### config.mk
export PLATFORM = sky130hd
export DESIGN_NAME = soc2_uart_rx_flat
export DESIGN_NICKNAME = d
export VERILOG_FILES = /design/src/rtl/soc2_uart_pkg.sv /design/src/rtl/soc2_uart_rx_if.sv /design/src/rtl/soc2_sync_fifo.sv /design/src/rtl/soc2_uart_rx.sv /design/src/flat_wrapper.sv
export SDC_FILE = /design/constraint.sdc
export NUM_CORES = 1
export LEC_CHECK = 0
export ABC_AREA = 0
export BUFFER_PORTS_ARGS = -buffer_cell sky130_fd_sc_hd__buf_4
export CAP_MARGIN = 40
export CORE_MARGIN = 2
export CORE_UTILIZATION = 54
export DETAILED_ROUTE_END_ITERATION = 8
export GPL_TIMING_DRIVEN = 0
export PLACE_DENSITY_LB_ADDON = 0.1
export RECOVER_POWER = 100
export SLEW_MARGIN = 25
export SYNTH_ARGS = -nofsm -noshare
export SYNTH_HDL_FRONTEND = slang
export SYNTH_HIERARCHICAL = 1
export SYNTH_SLANG_ARGS = --single-unit
export TNS_END_PERCENT = 30
### constraint.sdc
create_clock -name clk -period 9.25 [get_ports clk]
set_clock_uncertainty 0.05 [all_clocks]
set_input_delay 1.3875 -clock clk [delete_from_list [all_inputs] [get_ports clk]]
set_output_delay 1.3875 -clock clk [all_outputs]
set_load 0.05 [all_outputs]
### src/rtl/soc2_uart_pkg.sv
// soc2_uart_pkg: shared types and parameter defaults for the soc2 UART receiver.
// Optional feature macro used by the receiver: SOC2_UART_RX_PARITY_EN.
package soc2_uart_pkg;

   localparam int DEF_DATA_W     = 8;
   localparam int DEF_OVS        = 16;
   localparam int DEF_FIFO_DEPTH = 8;
   localparam int DEF_DIV_W      = 16;

   typedef enum logic [2:0] {
      ST_IDLE   = 3'd0,
      ST_START  = 3'd1,
      ST_DATA   = 3'd2,
      ST_PARITY = 3'd3,
      ST_STOP   = 3'd4
   } rx_state_e;

endpackage

### src/rtl/soc2_uart_rx_if.sv
// soc2_uart_rx_if: receive-FIFO read port of the UART receiver.
// slave = receiver side, master = consumer side.
interface soc2_uart_rx_if
   import soc2_uart_pkg::*;
#(
   parameter int DATA_W     = DEF_DATA_W,
   parameter int FIFO_DEPTH = DEF_FIFO_DEPTH
);
   logic                          rd_en;
   logic [DATA_W-1:0]             rd_data;
   logic                          rd_valid;
   logic [$clog2(FIFO_DEPTH):0]   fifo_count;

   modport master (output rd_en, input rd_data, input rd_valid, input fifo_count);
   modport slave  (input rd_en, output rd_data, output rd_valid, output fifo_count);
endinterface

### src/rtl/soc2_sync_fifo.sv
// soc2_sync_fifo: single-clock first-word-fall-through FIFO.
// A push into a full FIFO only completes when a pop happens in the same cycle.
module soc2_sync_fifo #(
   parameter int DATA_W     = 8,
   parameter int FIFO_DEPTH = 8
)(
   input  logic                          clk,
   input  logic                          reset,
   input  logic                          push,
   input  logic [DATA_W-1:0]             wr_data,
   input  logic                          pop,
   output logic [DATA_W-1:0]             rd_data,
   output logic                          full,
   output logic                          empty,
   output logic [$clog2(FIFO_DEPTH):0]   count
);
   localparam int PTR_W = $clog2(FIFO_DEPTH);
   localparam int CNT_W = PTR_W + 1;

   logic [DATA_W-1:0] mem_q [FIFO_DEPTH];
   logic [PTR_W-1:0]  wr_ptr_q;
   logic [PTR_W-1:0]  rd_ptr_q;
   logic [CNT_W-1:0]  count_q;
   logic [CNT_W-1:0]  count_d;
   logic              do_push_s;
   logic              do_pop_s;

   assign empty     = (count_q == '0);
   assign full      = (count_q == CNT_W'(FIFO_DEPTH));
   assign do_pop_s  = pop & ~empty;
   assign do_push_s = push & (~full | do_pop_s);
   assign rd_data   = mem_q[rd_ptr_q];
   assign count     = count_q;

   // Next occupancy from the qualified push/pop pair.
   always_comb begin
      count_d = count_q;
      if (do_push_s && !do_pop_s) begin
         count_d = count_q + CNT_W'(1);
      end else if (do_pop_s && !do_push_s) begin
         count_d = count_q - CNT_W'(1);
      end else begin
         count_d = count_q;
      end
   end

   // Storage array write; contents need no reset.
   always_ff @(posedge clk) begin
      if (do_push_s) begin
         mem_q[wr_ptr_q] <= wr_data;
      end
   end

   // Pointers and occupancy; pointers wrap naturally at the power-of-2 depth.
   always_ff @(posedge clk) begin
      if (reset) begin
         wr_ptr_q <= '0;
         rd_ptr_q <= '0;
         count_q  <= '0;
      end else begin
         if (do_push_s) wr_ptr_q <= wr_ptr_q + PTR_W'(1);
         if (do_pop_s)  rd_ptr_q <= rd_ptr_q + PTR_W'(1);
         count_q <= count_d;
      end
   end
endmodule

### src/rtl/soc2_uart_rx.sv
// soc2_uart_rx: oversampling UART receiver with a receive FIFO and sticky error flags.
// Optional parity stage enabled by defining SOC2_UART_RX_PARITY_EN.
module soc2_uart_rx
   import soc2_uart_pkg::*;
#(
   parameter int DATA_W     = DEF_DATA_W,
   parameter int OVS        = DEF_OVS,
   parameter int FIFO_DEPTH = DEF_FIFO_DEPTH,
   parameter int DIV_W      = DEF_DIV_W
)(
   input  logic              clk,
   input  logic              reset,
   input  logic [DIV_W-1:0]  baud_div,
   input  logic              uart_rx,
   input  logic              parity_odd,
   input  logic              clr_err,
   output logic              frame_err,
   output logic              parity_err,
   output logic              overrun,
   soc2_uart_rx_if.slave     rd_if
);
   localparam int OS_W = $clog2(OVS);
   localparam int BC_W = $clog2(DATA_W);
   localparam logic [OS_W-1:0] HALF_LAST = OS_W'(OVS/2 - 1);
   localparam logic [OS_W-1:0] FULL_LAST = OS_W'(OVS - 1);
   localparam logic [BC_W-1:0] LAST_BIT  = BC_W'(DATA_W - 1);

   logic              rx_meta_q, rx_sync_q;
   logic [DIV_W-1:0]  div_cnt_q;
   logic [DIV_W-1:0]  div_eff_s;
   logic              tick_s;
   rx_state_e         state_q;
   logic [OS_W-1:0]   os_cnt_q;
   logic [BC_W-1:0]   bit_cnt_q;
   logic [DATA_W-1:0] shift_q;
   logic              bad_q;
   logic              frame_err_q, overrun_q;
   logic              stop_smp_s, push_s, frame_evt_s, ovr_evt_s, par_bad_s;
   logic              fifo_full_s, fifo_empty_s;

   // Two-flop synchroniser for the asynchronous line, idles high.
   always_ff @(posedge clk) begin
      if (reset) begin
         rx_meta_q <= 1'b1;
         rx_sync_q <= 1'b1;
      end else begin
         rx_meta_q <= uart_rx;
         rx_sync_q <= rx_meta_q;
      end
   end

   // A divisor of zero behaves as one; >= keeps the tick alive if the divisor shrinks.
   assign div_eff_s = (baud_div == '0) ? DIV_W'(1) : baud_div;
   assign tick_s    = (div_cnt_q >= div_eff_s - DIV_W'(1));

   // Free-running oversample tick counter.
   always_ff @(posedge clk) begin
      if (reset) begin
         div_cnt_q <= '0;
      end else if (tick_s) begin
         div_cnt_q <= '0;
      end else begin
         div_cnt_q <= div_cnt_q + DIV_W'(1);
      end
   end

`ifdef SOC2_UART_RX_PARITY_EN
   // Parity bit must make the total number of ones match the selected sense.
   function automatic logic parity_mismatch(input logic [DATA_W-1:0] d, input logic pbit,
                                            input logic odd);
      return ((^d) ^ pbit) != odd;
   endfunction
   assign par_bad_s = (state_q == ST_PARITY) && tick_s && (os_cnt_q == FULL_LAST) &&
                      parity_mismatch(shift_q, rx_sync_q, parity_odd);
`else
   logic unused_parity_odd_s;
   assign unused_parity_odd_s = parity_odd;
   assign par_bad_s = 1'b0;
`endif

   // Frame receive FSM; every transition happens on an oversample tick.
   always_ff @(posedge clk) begin
      if (reset) begin
         state_q   <= ST_IDLE;
         os_cnt_q  <= '0;
         bit_cnt_q <= '0;
         shift_q   <= '0;
         bad_q     <= 1'b0;
      end else if (tick_s) begin
         case (state_q)
            ST_IDLE: begin
               if (!rx_sync_q) begin
                  state_q  <= ST_START;
                  os_cnt_q <= '0;
                  bad_q    <= 1'b0;
               end
            end
            ST_START: begin
               if (os_cnt_q == HALF_LAST) begin
                  os_cnt_q  <= '0;
                  bit_cnt_q <= '0;
                  state_q   <= rx_sync_q ? ST_IDLE : ST_DATA;
               end else begin
                  os_cnt_q <= os_cnt_q + OS_W'(1);
               end
            end
            ST_DATA: begin
               if (os_cnt_q == FULL_LAST) begin
                  os_cnt_q <= '0;
                  shift_q  <= {rx_sync_q, shift_q[DATA_W-1:1]};
                  if (bit_cnt_q == LAST_BIT) begin
`ifdef SOC2_UART_RX_PARITY_EN
                     state_q <= ST_PARITY;
`else
                     state_q <= ST_STOP;
`endif
                  end else begin
                     bit_cnt_q <= bit_cnt_q + BC_W'(1);
                  end
               end else begin
                  os_cnt_q <= os_cnt_q + OS_W'(1);
               end
            end
            ST_PARITY: begin
               if (os_cnt_q == FULL_LAST) begin
                  os_cnt_q <= '0;
                  if (par_bad_s) bad_q <= 1'b1;
                  state_q <= ST_STOP;
               end else begin
                  os_cnt_q <= os_cnt_q + OS_W'(1);
               end
            end
            ST_STOP: begin
               if (os_cnt_q == FULL_LAST) begin
                  os_cnt_q <= '0;
                  state_q  <= ST_IDLE;
               end else begin
                  os_cnt_q <= os_cnt_q + OS_W'(1);
               end
            end
            default: begin
               state_q  <= ST_IDLE;
               os_cnt_q <= '0;
            end
         endcase
      end
   end

   // Stop-bit sample decides push vs. framing error in the same clock.
   assign stop_smp_s  = (state_q == ST_STOP) && tick_s && (os_cnt_q == FULL_LAST);
   assign push_s      = stop_smp_s && rx_sync_q && !bad_q;
   assign frame_evt_s = stop_smp_s && !rx_sync_q;
   assign ovr_evt_s   = push_s && fifo_full_s && !rd_if.rd_en;

   // Sticky error flags; a new event wins over a coincident clear.
   always_ff @(posedge clk) begin
      if (reset) begin
         frame_err_q <= 1'b0;
         overrun_q   <= 1'b0;
      end else begin
         if (frame_evt_s)  frame_err_q <= 1'b1;
         else if (clr_err) frame_err_q <= 1'b0;
         if (ovr_evt_s)    overrun_q   <= 1'b1;
         else if (clr_err) overrun_q   <= 1'b0;
      end
   end

`ifdef SOC2_UART_RX_PARITY_EN
   logic parity_err_q;
   // Sticky parity flag with the same event-over-clear priority.
   always_ff @(posedge clk) begin
      if (reset) begin
         parity_err_q <= 1'b0;
      end else if (par_bad_s) begin
         parity_err_q <= 1'b1;
      end else if (clr_err) begin
         parity_err_q <= 1'b0;
      end
   end
   assign parity_err = parity_err_q;
`else
   assign parity_err = 1'b0;
`endif

   assign frame_err = frame_err_q;
   assign overrun   = overrun_q;

   soc2_sync_fifo #(
      .DATA_W     (DATA_W),
      .FIFO_DEPTH (FIFO_DEPTH)
   ) u_fifo (
      .clk     (clk),
      .reset   (reset),
      .push    (push_s),
      .wr_data (shift_q),
      .pop     (rd_if.rd_en),
      .rd_data (rd_if.rd_data),
      .full    (fifo_full_s),
      .empty   (fifo_empty_s),
      .count   (rd_if.fifo_count)
   );

   assign rd_if.rd_valid = ~fifo_empty_s;
endmodule
### src/flat_wrapper.sv
// flat-port wrapper written by rule: the top's interface ports become plain ports
module soc2_uart_rx_flat import soc2_uart_pkg::*;
#(
   parameter int DATA_W     = DEF_DATA_W,
   parameter int OVS        = DEF_OVS,
   parameter int FIFO_DEPTH = DEF_FIFO_DEPTH,
   parameter int DIV_W      = DEF_DIV_W
)
  (clk, reset, baud_div, uart_rx, parity_odd, clr_err, frame_err, parity_err, overrun, rd_if_rd_en, rd_if_rd_data, rd_if_rd_valid, rd_if_fifo_count);
  soc2_uart_rx_if #(.DATA_W(DATA_W), .FIFO_DEPTH(FIFO_DEPTH)) rd_if_i ();
  input  logic clk;
  input  logic reset;
  input  logic [DIV_W-1:0] baud_div;
  input  logic uart_rx;
  input  logic parity_odd;
  input  logic clr_err;
  output logic frame_err;
  output logic parity_err;
  output logic overrun;
  input wire logic [$bits(rd_if_i.rd_en)-1:0] rd_if_rd_en;
  output wire logic [$bits(rd_if_i.rd_data)-1:0] rd_if_rd_data;
  output wire logic [$bits(rd_if_i.rd_valid)-1:0] rd_if_rd_valid;
  output wire logic [$bits(rd_if_i.fifo_count)-1:0] rd_if_fifo_count;
  assign rd_if_i.rd_en = rd_if_rd_en;
  assign rd_if_rd_data = rd_if_i.rd_data;
  assign rd_if_rd_valid = rd_if_i.rd_valid;
  assign rd_if_fifo_count = rd_if_i.fifo_count;
  soc2_uart_rx #(.DATA_W(DATA_W), .OVS(OVS), .FIFO_DEPTH(FIFO_DEPTH), .DIV_W(DIV_W)) u_core (.clk(clk), .reset(reset), .baud_div(baud_div), .uart_rx(uart_rx), .parity_odd(parity_odd), .clr_err(clr_err), .frame_err(frame_err), .parity_err(parity_err), .overrun(overrun), .rd_if(rd_if_i));
endmodule
==> qor.txt, run 1 <==
YOSYS
----------------------------------------------------------------------------
Cells after Synth                                                        446
Top-count cell post-synth                                       sky130_fd_sc_hd__edfxtp_1
Sequential element share of the synthesized area                       52.4%
Synth unique cells                                                        70
Prevailing post-synth register cell                             sky130_fd_sc_hd__edfxtp_1
Number of storage elements in the synthesis netlist                      115
Net count of the mapped netlist                                          495
Synth top area cells                                            sky130_fd_sc_hd__edfxtp_1, sky130_fd_sc_hd__dfxtp_1, sky130_fd_sc_hd__mux4_2
Top cell types by occurrence after synthesis                    sky130_fd_sc_hd__edfxtp_1, sky130_fd_sc_hd__dfxtp_1, sky130_fd_sc_hd__nor2_1
Cell type with the highest aggregate area in the netlist        sky130_fd_sc_hd__edfxtp_1
Total of warnings raised by yosys                                          6
Syn_area_per_cell                                                   12.6 um2
Synth top area share                                                   34.2%
Async S/R FF share, synth                                                 0%
Count of flip-flops with a built-in enable after synthesis                64
Post-synthesis instance area                                     0.00562 mm2

GLOBAL ROUTING
----------------------------------------------------------------------------
Maximum number of pins on one net before global-route repair              17
Overall global routing resource usage                                  20.7%
Antenna violations before repair                                           0
Global-route wire length before repair                              17900 um
Sum of overflow across all layers after global routing                     0
Vias in the first global route                                          3580

CLOCKING
----------------------------------------------------------------------------
# hold bufs at CTS                                                         0
Worst-case clock buffer depth                                              2
Num CTS Buffers                                                           17
Root buffer cell                                                sky130_fd_sc_hd__clkbuf_8
Clock-pin transition on the worst setup and hold timing paths        0.06 ns
Clock Sinks                                                              115
TritonCTS clock tree                                                     yes
Number of buffers added for setup after CTS                                0
Post-cts resize count                                                      0
Max H-tree Level                                                           4
Skew-Pair Late Insertion Delay                                       0.50 ns

DRT
----------------------------------------------------------------------------
Met3 Wirelength                                                       281 um
Total wire length                                                   10600 um
Routed length on met1                                                4680 um
Drt via density                                                         5.52
Highest metal layer with signal wires                                   met4
Violation count after the first detailed-routing iteration               123
First-pass iteration count of the detailed router                          4
Post-detailed-route DRC marker count                                       0
DRT antenna net count                                                      0
Met2 layer wire length in the routed design                          5590 um
Wire per inst                                                        16.3 um
Number of vias after detailed routing                                   3592

PLACEMENT
----------------------------------------------------------------------------
HPWL reported at the end of detailed placement                       7450 um
Count of buffers inserted at the top-level ports                          35
Routability-driven placement congestion ratio                          0.863

WORST HOLD PATH
----------------------------------------------------------------------------
Class of the tightest hold or removal check                     flip-flop to flip-flop
Worst min-delay path startpoint                                 u_core/rx_meta_q

WORST SETUP PATH
----------------------------------------------------------------------------
Timing endpoint of the critical path                            u_core/u_fifo/count[3]
Worst flop-to-flop path endpoint                                u_core/u_fifo/count[3]
Worst-case register-to-register setup slack                          5.01 ns
Crit path DAT                                                        7.34 ns
Worst setup startpoint                                           baud_div[8]
CP Data Required Time                                                9.58 ns
CP Class                                                        input port to flip-flop
Worst-path fanout max                                                      6
R2r startpoint                                                  u_core/div_cnt_q[0]
Endpoint kind of the worst setup timing path                       flip-flop
Type of origin of the critical path                               input port
Number of cells on the worst reg-to-reg path                              15

TIMING
----------------------------------------------------------------------------
RSZ-0062 raised after global routing                                   false
Max Clk Rate                                                       0.143 GHz
Final critical path time including I/O delays and setup              7.01 ns
Final setup vio count                                                      0
Final count of hold timing violations                                      0
Normalized max-slew margin                                             11.6%
Final Max Slew Viols                                                       0
Sum of negative setup slack                                             0 ns
Least-Margin Pin Slew                                                1.32 ns
Final critical-path share of the clock period                          75.8%

FINAL LAYOUT
----------------------------------------------------------------------------
Total of fill cells in the finished design                               797
Sequential cell area in the final layout                         0.00294 mm2
Final nets                                                               551
Inserted Diodes                                                            0
Layout cell share with drive strength beyond 1                         18.8%
Layout area overhead                                                   15.5%
Area taken by multi-input logic gates                            0.00246 mm2

FLOORPLAN
----------------------------------------------------------------------------
Floorplan die width                                                   106 um
Die area                                                          0.0112 mm2
Effective utilization at floorplan                                     54.9%
Count of standard-cell rows                                               37
Core area                                                         0.0102 mm2
Io pins                                                                   38
Die height                                                            106 um

POWER AND IR DROP
----------------------------------------------------------------------------
Max rail drop VDD                                                   0.137 mV
Power per standard cell area                                      212 mW/mm2
Leakage                                                              2.54 nW
Total power consumption of the routed design                         1.38 mW

STATUS
----------------------------------------------------------------------------
Run status                                                      finished, final reports clean

FLOW RUN
----------------------------------------------------------------------------
Max-cap check violation count                                              0

worst min path at each step:
stage | end | slack [ns] | depth (start not counted)
after floorplan | u_core/rx_sync_q | 0.34 | 1
after global placement | u_core/rx_sync_q | 0.34 | 1
after detailed placement | u_core/rx_sync_q | 0.34 | 1
after CTS | u_core/rx_sync_q | 0.36 | 1
after global routing | u_core/rx_sync_q | 0.38 | 1
final | u_core/rx_sync_q | 0.36 | 1
metrics by stage:
step | hold WS [ns] | std cells | area (um2) | setup slack, ns | util [%]
floorplan | 0.339 | 446 | 5620 | 3.07 | -
global placement | 0.343 | 617 | 6050 | 2.12 | 59.2
detailed placement | 0.344 | 618 | 6080 | 2.09 | 59.5
CTS | 0.359 | 650 | 6670 | 2.61 | 65.2
global route | 0.384 | 651 | 6490 | 1.64 | 63.4
finish | 0.357 | 651 | 6490 | 2.24 | 63.4
registers in the layout, summed over array words and instances, names as in the netlist, 3 cells and up, named ones only:
signal                  count
u_core/bit_cnt_q            3
u_core/u_fifo/count         4
u_core/u_fifo/rd_ptr_q      3
u_core/u_fifo/wr_ptr_q      3
u_core/state_q              3
u_core/u_fifo/mem_q        64
u_core/shift_q              8
u_core/os_cnt_q             4
u_core/div_cnt_q           16
metal layers:
| metal | vias up | global-route usage (%) |
|---|---|---|
| li1 | 1791 | - |
| met1 | 1745 | 24.9 |
| met2 | 54 | 37.0 |
| met3 | 2 | 5.52 |
| met4 | 0 | 5.45 |
| met5 | - | 0 |
layout by cell type (no fill, tap or decap), types with 13 or more instances in the layout:
| cell | n |
|---|---|
| sky130_fd_sc_hd__clkbuf_16 | 16 |
| sky130_fd_sc_hd__buf_4 | 21 |
| sky130_fd_sc_hd__nor2_1 | 43 |
| sky130_fd_sc_hd__mux4_2 | 16 |
| sky130_fd_sc_hd__nand2b_1 | 23 |
| sky130_fd_sc_hd__xnor2_1 | 16 |
| sky130_fd_sc_hd__nor3_1 | 13 |
| sky130_fd_sc_hd__clkbuf_1 | 28 |
| sky130_fd_sc_hd__ha_1 | 26 |
| sky130_fd_sc_hd__mux2i_1 | 15 |
| sky130_fd_sc_hd__a21oi_1 | 14 |
| sky130_fd_sc_hd__xor2_1 | 15 |
| sky130_fd_sc_hd__dfxtp_1 | 51 |
| sky130_fd_sc_hd__nand2_1 | 18 |
| sky130_fd_sc_hd__edfxtp_1 | 64 |
cells by family (layout without fill, tap and decap cells):
family                     after synthesis  count (layout)  synth area share, %
AOI/OAI and AO/OA                       54              54                 8.35
adders and majority gates               27              27                 6.15
DFF                                    115             115                 52.4
muxes                                   42              42                 11.3
and+or+nand+nor                        148             148                 14.5
buffers and inverters                   28              97                 2.47
xor gates and xnor gates                31              31                 4.83
other                                    1               1               0.0667
worst max-delay path: stages:
cell	delay, ns
sky130_fd_sc_hd__clkbuf_1	0.14
sky130_fd_sc_hd__or4_1	0.61
sky130_fd_sc_hd__nor4_1	0.41
sky130_fd_sc_hd__nor3b_1	0.42
sky130_fd_sc_hd__a31oi_1	0.18
sky130_fd_sc_hd__ha_1	0.23
sky130_fd_sc_hd__nand2_1	0.16
sky130_fd_sc_hd__nor2_1	0.10
sky130_fd_sc_hd__nand2_1	0.08
sky130_fd_sc_hd__xor2_1	0.06
sky130_fd_sc_hd__ha_1	0.28
sky130_fd_sc_hd__and4_1	0.25
sky130_fd_sc_hd__o211ai_1	0.13
sky130_fd_sc_hd__o32a_1	0.48
sky130_fd_sc_hd__a21oi_1	0.37
sky130_fd_sc_hd__o21ai_0	0.36
sky130_fd_sc_hd__clkinv_1	0.20
sky130_fd_sc_hd__ha_1	0.19
sky130_fd_sc_hd__inv_1	0.10
sky130_fd_sc_hd__ha_1	0.34
sky130_fd_sc_hd__a21oi_1	0.21
sky130_fd_sc_hd__a211oi_1	0.10
sky130_fd_sc_hd__a31oi_1	0.20
sky130_fd_sc_hd__mux2_2	0.35
power by group:
| group | switching (mW) | internal (mW) | leakage, nW | total, mW |
|---|---|---|---|---|
| clock network | 0.245 | 0.391 | 0.284 | 0.636 |
| registers | 0.0167 | 0.547 | 1.16 | 0.563 |
| logic | 0.106 | 0.0695 | 1.10 | 0.176 |
final cells by class:
type / instances / share of cell area (%)
Sequential cell: 115 / 45.3
Multi-Input combinational cell: 303 / 37.9
Clock buffer: 17 / 6.38
Timing Repair Buffer: 37 / 3.30
Clock inverter: 15 / 2.66
Tap cell: 136 / 2.62
Buffer: 16 / 1.14
Inverter: 12 / 0.694
(Power assumes the default switching activity.)
==> run 2: changes to the inputs <==
==> constraint.sdc (replaced) <==
create_clock -name clk -period 7.15 [get_ports clk]
set_clock_uncertainty 0.05 [all_clocks]
set_input_delay 1.0725 -clock clk [delete_from_list [all_inputs] [get_ports clk]]
set_output_delay 1.0725 -clock clk [all_outputs]
set_load 0.05 [all_outputs]
==> run 2 against run 1 <==
  * Sequential cell count unchanged
  * Routed wire length decreased by 0.38%
  * Sequential power increased by 29%
  * Sequential share of layout area decreased by 0.13 points
  * Largest power group unchanged
  * Via count increased by 0.42%
  * Power increased by 29%
  * Final area increased by 0.29%
  * Critical path depth unchanged
  * Setup slack got worse by 1.5 ns
==> qor.txt, run 2 (synthesized netlist as in run 1, its figures left out) <==
GLOBAL ROUTING
-------------------------------------------------------------------------------------
Maximum number of pins on one net before global-route repair                       17
Antenna violations before repair                                                    0
Vias in the first global route                                                   3580
Overall global routing resource usage                                           20.7%
Global-route wire length before repair                                       17900 um
Sum of overflow across all layers after global routing                              0

FLOORPLAN
-------------------------------------------------------------------------------------
Count of standard-cell rows                                                        37
Core area                                                                  0.0102 mm2
Io pins                                                                            38
Die area                                                                   0.0112 mm2
Effective utilization at floorplan                                              54.9%
Floorplan die width                                                            106 um
Die height                                                                     106 um

WORST SETUP PATH
-------------------------------------------------------------------------------------
Type of origin of the critical path                                        input port
Endpoint kind of the worst setup timing path                                flip-flop
CP Class                                                                 input port to flip-flop
R2r startpoint                                                           u_core/div_cnt_q[13]
Worst setup startpoint                                                    baud_div[8]
Worst-path fanout max                                                               6
CP Data Required Time                                                         7.48 ns
Crit path DAT                                                                 6.75 ns

DRT
-------------------------------------------------------------------------------------
Wire per inst                                                                 16.2 um
Violation count after the first detailed-routing iteration                        153
First-pass iteration count of the detailed router                                   4
Total wire length                                                            10600 um
Number of vias after detailed routing                                            3607
Post-detailed-route DRC marker count                                                0
DRT antenna net count                                                               0
Drt via density                                                                  5.54

WORST HOLD PATH
-------------------------------------------------------------------------------------
Worst min-delay path startpoint                                          u_core/rx_meta_q
Class of the tightest hold or removal check                              flip-flop to flip-flop

PLACEMENT
-------------------------------------------------------------------------------------
Count of buffers inserted at the top-level ports                                   35
Routability-driven placement congestion ratio                                   0.863
HPWL reported at the end of detailed placement                                7450 um

FINAL LAYOUT
-------------------------------------------------------------------------------------
Most frequent standard cell in the layout excluding fill and tap cells   sky130_fd_sc_hd__edfxtp_1
Final nets                                                                        551
Largest registers ranked by flip-flop count                              u_core/u_fifo/mem_q (64), u_core/div_cnt_q (16), u_core/shift_q (8)
Layout cell share with drive strength beyond 1                                  19.0%
Total of fill cells in the finished design                                        794
Leading cell types in the layout, fill and taps excluded                 sky130_fd_sc_hd__edfxtp_1, sky130_fd_sc_hd__dfxtp_1, sky130_fd_sc_hd__nor2_1, sky130_fd_sc_hd__clkbuf_1, sky130_fd_sc_hd__ha_1
Flip-flop count of the largest register after layout                               64
Reg with most FFs                                                        u_core/u_fifo/mem_q
Inserted Diodes                                                                     0
Layout area overhead                                                            15.8%

CLOCKING
-------------------------------------------------------------------------------------
Num CTS Buffers                                                                    17
Skew-Pair Late Insertion Delay                                                0.50 ns
TritonCTS clock tree                                                              yes
Max H-tree Level                                                                    4
Root buffer cell                                                         sky130_fd_sc_hd__clkbuf_8
Clock Sinks                                                                       115
Clock-pin transition on the worst setup and hold timing paths                 0.06 ns
Worst-case clock buffer depth                                                       2
Post-cts resize count                                                               0
# hold bufs at CTS                                                                  0
Number of buffers added for setup after CTS                                         0

TIMING
-------------------------------------------------------------------------------------
Final critical-path share of the clock period                                   89.7%
Least-Margin Pin Slew                                                         1.32 ns
Final count of hold timing violations                                               0
Final setup vio count                                                               0
Final Max Slew Viols                                                                0
Normalized max-slew margin                                                      11.4%
Sum of negative setup slack                                                      0 ns
Minimum hold slack                                                           0.357 ns
Final critical path time including I/O delays and setup                       6.41 ns
RSZ-0062 raised after global routing                                            false
Max Clk Rate                                                                0.156 GHz

POWER AND IR DROP
-------------------------------------------------------------------------------------
Power per standard cell area                                               273 mW/mm2
Leakage                                                                       2.55 nW
Max rail drop VDD                                                            0.177 mV

FLOW RUN
-------------------------------------------------------------------------------------
Max-cap check violation count                                                       0

STATUS
-------------------------------------------------------------------------------------
Run status                                                               finished, final reports clean

-- run 2: cell count changes in the layout (fill, tap and decap cells not counted) --
cell and change:
sky130_fd_sc_hd__clkinv_1 -1, sky130_fd_sc_hd__inv_1 +1, sky130_fd_sc_hd__nor4_1 -1, sky130_fd_sc_hd__nor4_4 +1, sky130_fd_sc_hd__o21ai_0 -1, sky130_fd_sc_hd__o21ai_4 +1, sky130_fd_sc_hd__o41ai_1 +1, sky130_fd_sc_hd__o41ai_2 -1
-- run 2: cell type report --
cell class | instances | area, um2 | area share (%)
plain buffers | 16 | 73.8 | 1.13
clock buffers | 17 | 414 | 6.36
clock inverters | 15 | 173 | 2.65
inverters | 12 | 45.0 | 0.692
multi-input cells | 303 | 2480 | 38.0
flip-flops and latches | 115 | 2940 | 45.2
well taps | 136 | 170 | 2.61
repair buffers | 37 | 214 | 3.29
-- run 2: per-stage QoR --
| step | worst slack [ns] | cells | total power [mW] | utilization, % | area, um2 |
|---|---|---|---|---|---|
| after global placement | 0.337 | 617 | 0.980 | 59.2 | 6050 |
| after CTS | 0.829 | 650 | 1.81 | 65.2 | 6670 |
| after detailed placement | 0.306 | 618 | 0.988 | 59.5 | 6080 |
| after global routing | 0.300 | 651 | 1.85 | 63.6 | 6510 |
| final | 0.738 | 651 | 1.78 | 63.6 | 6510 |
| after floorplan | 1.28 | 446 | 0.923 | - | 5620 |
-- run 2: critical path, stage by stage --
cell	delay, ns
sky130_fd_sc_hd__clkbuf_1	0.14
sky130_fd_sc_hd__or4_1	0.64
sky130_fd_sc_hd__nor4_4	0.22
sky130_fd_sc_hd__nor3b_1	0.40
sky130_fd_sc_hd__a31oi_1	0.18
sky130_fd_sc_hd__ha_1	0.23
sky130_fd_sc_hd__nand2_1	0.16
sky130_fd_sc_hd__nor2_1	0.10
sky130_fd_sc_hd__nand2_1	0.08
sky130_fd_sc_hd__xor2_1	0.06
sky130_fd_sc_hd__ha_1	0.28
sky130_fd_sc_hd__and4_1	0.25
sky130_fd_sc_hd__o211ai_1	0.13
sky130_fd_sc_hd__o32a_1	0.48
sky130_fd_sc_hd__a21oi_1	0.48
sky130_fd_sc_hd__o21ai_4	0.15
sky130_fd_sc_hd__inv_1	0.17
sky130_fd_sc_hd__ha_1	0.19
sky130_fd_sc_hd__inv_1	0.10
sky130_fd_sc_hd__ha_1	0.33
sky130_fd_sc_hd__a21oi_1	0.21
sky130_fd_sc_hd__a211oi_1	0.10
sky130_fd_sc_hd__a31oi_1	0.21
sky130_fd_sc_hd__mux2_2	0.35
-- run 2: final timing paths --
path | end | slack [ns] | cells after the start
setup / recovery | u_core/u_fifo/count[3] | 0.74 | 24
hold / removal | u_core/rx_sync_q | 0.36 | 1
setup reg to reg | u_core/u_fifo/count[3] | 3.17 | 14
hold reg to reg | u_core/rx_sync_q | 0.36 | 1
-- run 2: metal layers --
layer  wire (um)  vias to the layer above  global-route usage (%)
met1        4660                     1759                    24.9
met4          62                        0                    5.45
met3         285                        4                    5.52
met5           0                        -                       0
met2        5560                       54                    37.0
li1            -                     1790                       -
-- run 2: report_power, final --
group | internal (mW) | switching, mW | total (mW)
Sequential | 0.707 | 0.0203 | 0.727
Combinational | 0.0889 | 0.140 | 0.229
Clock | 0.506 | 0.317 | 0.823
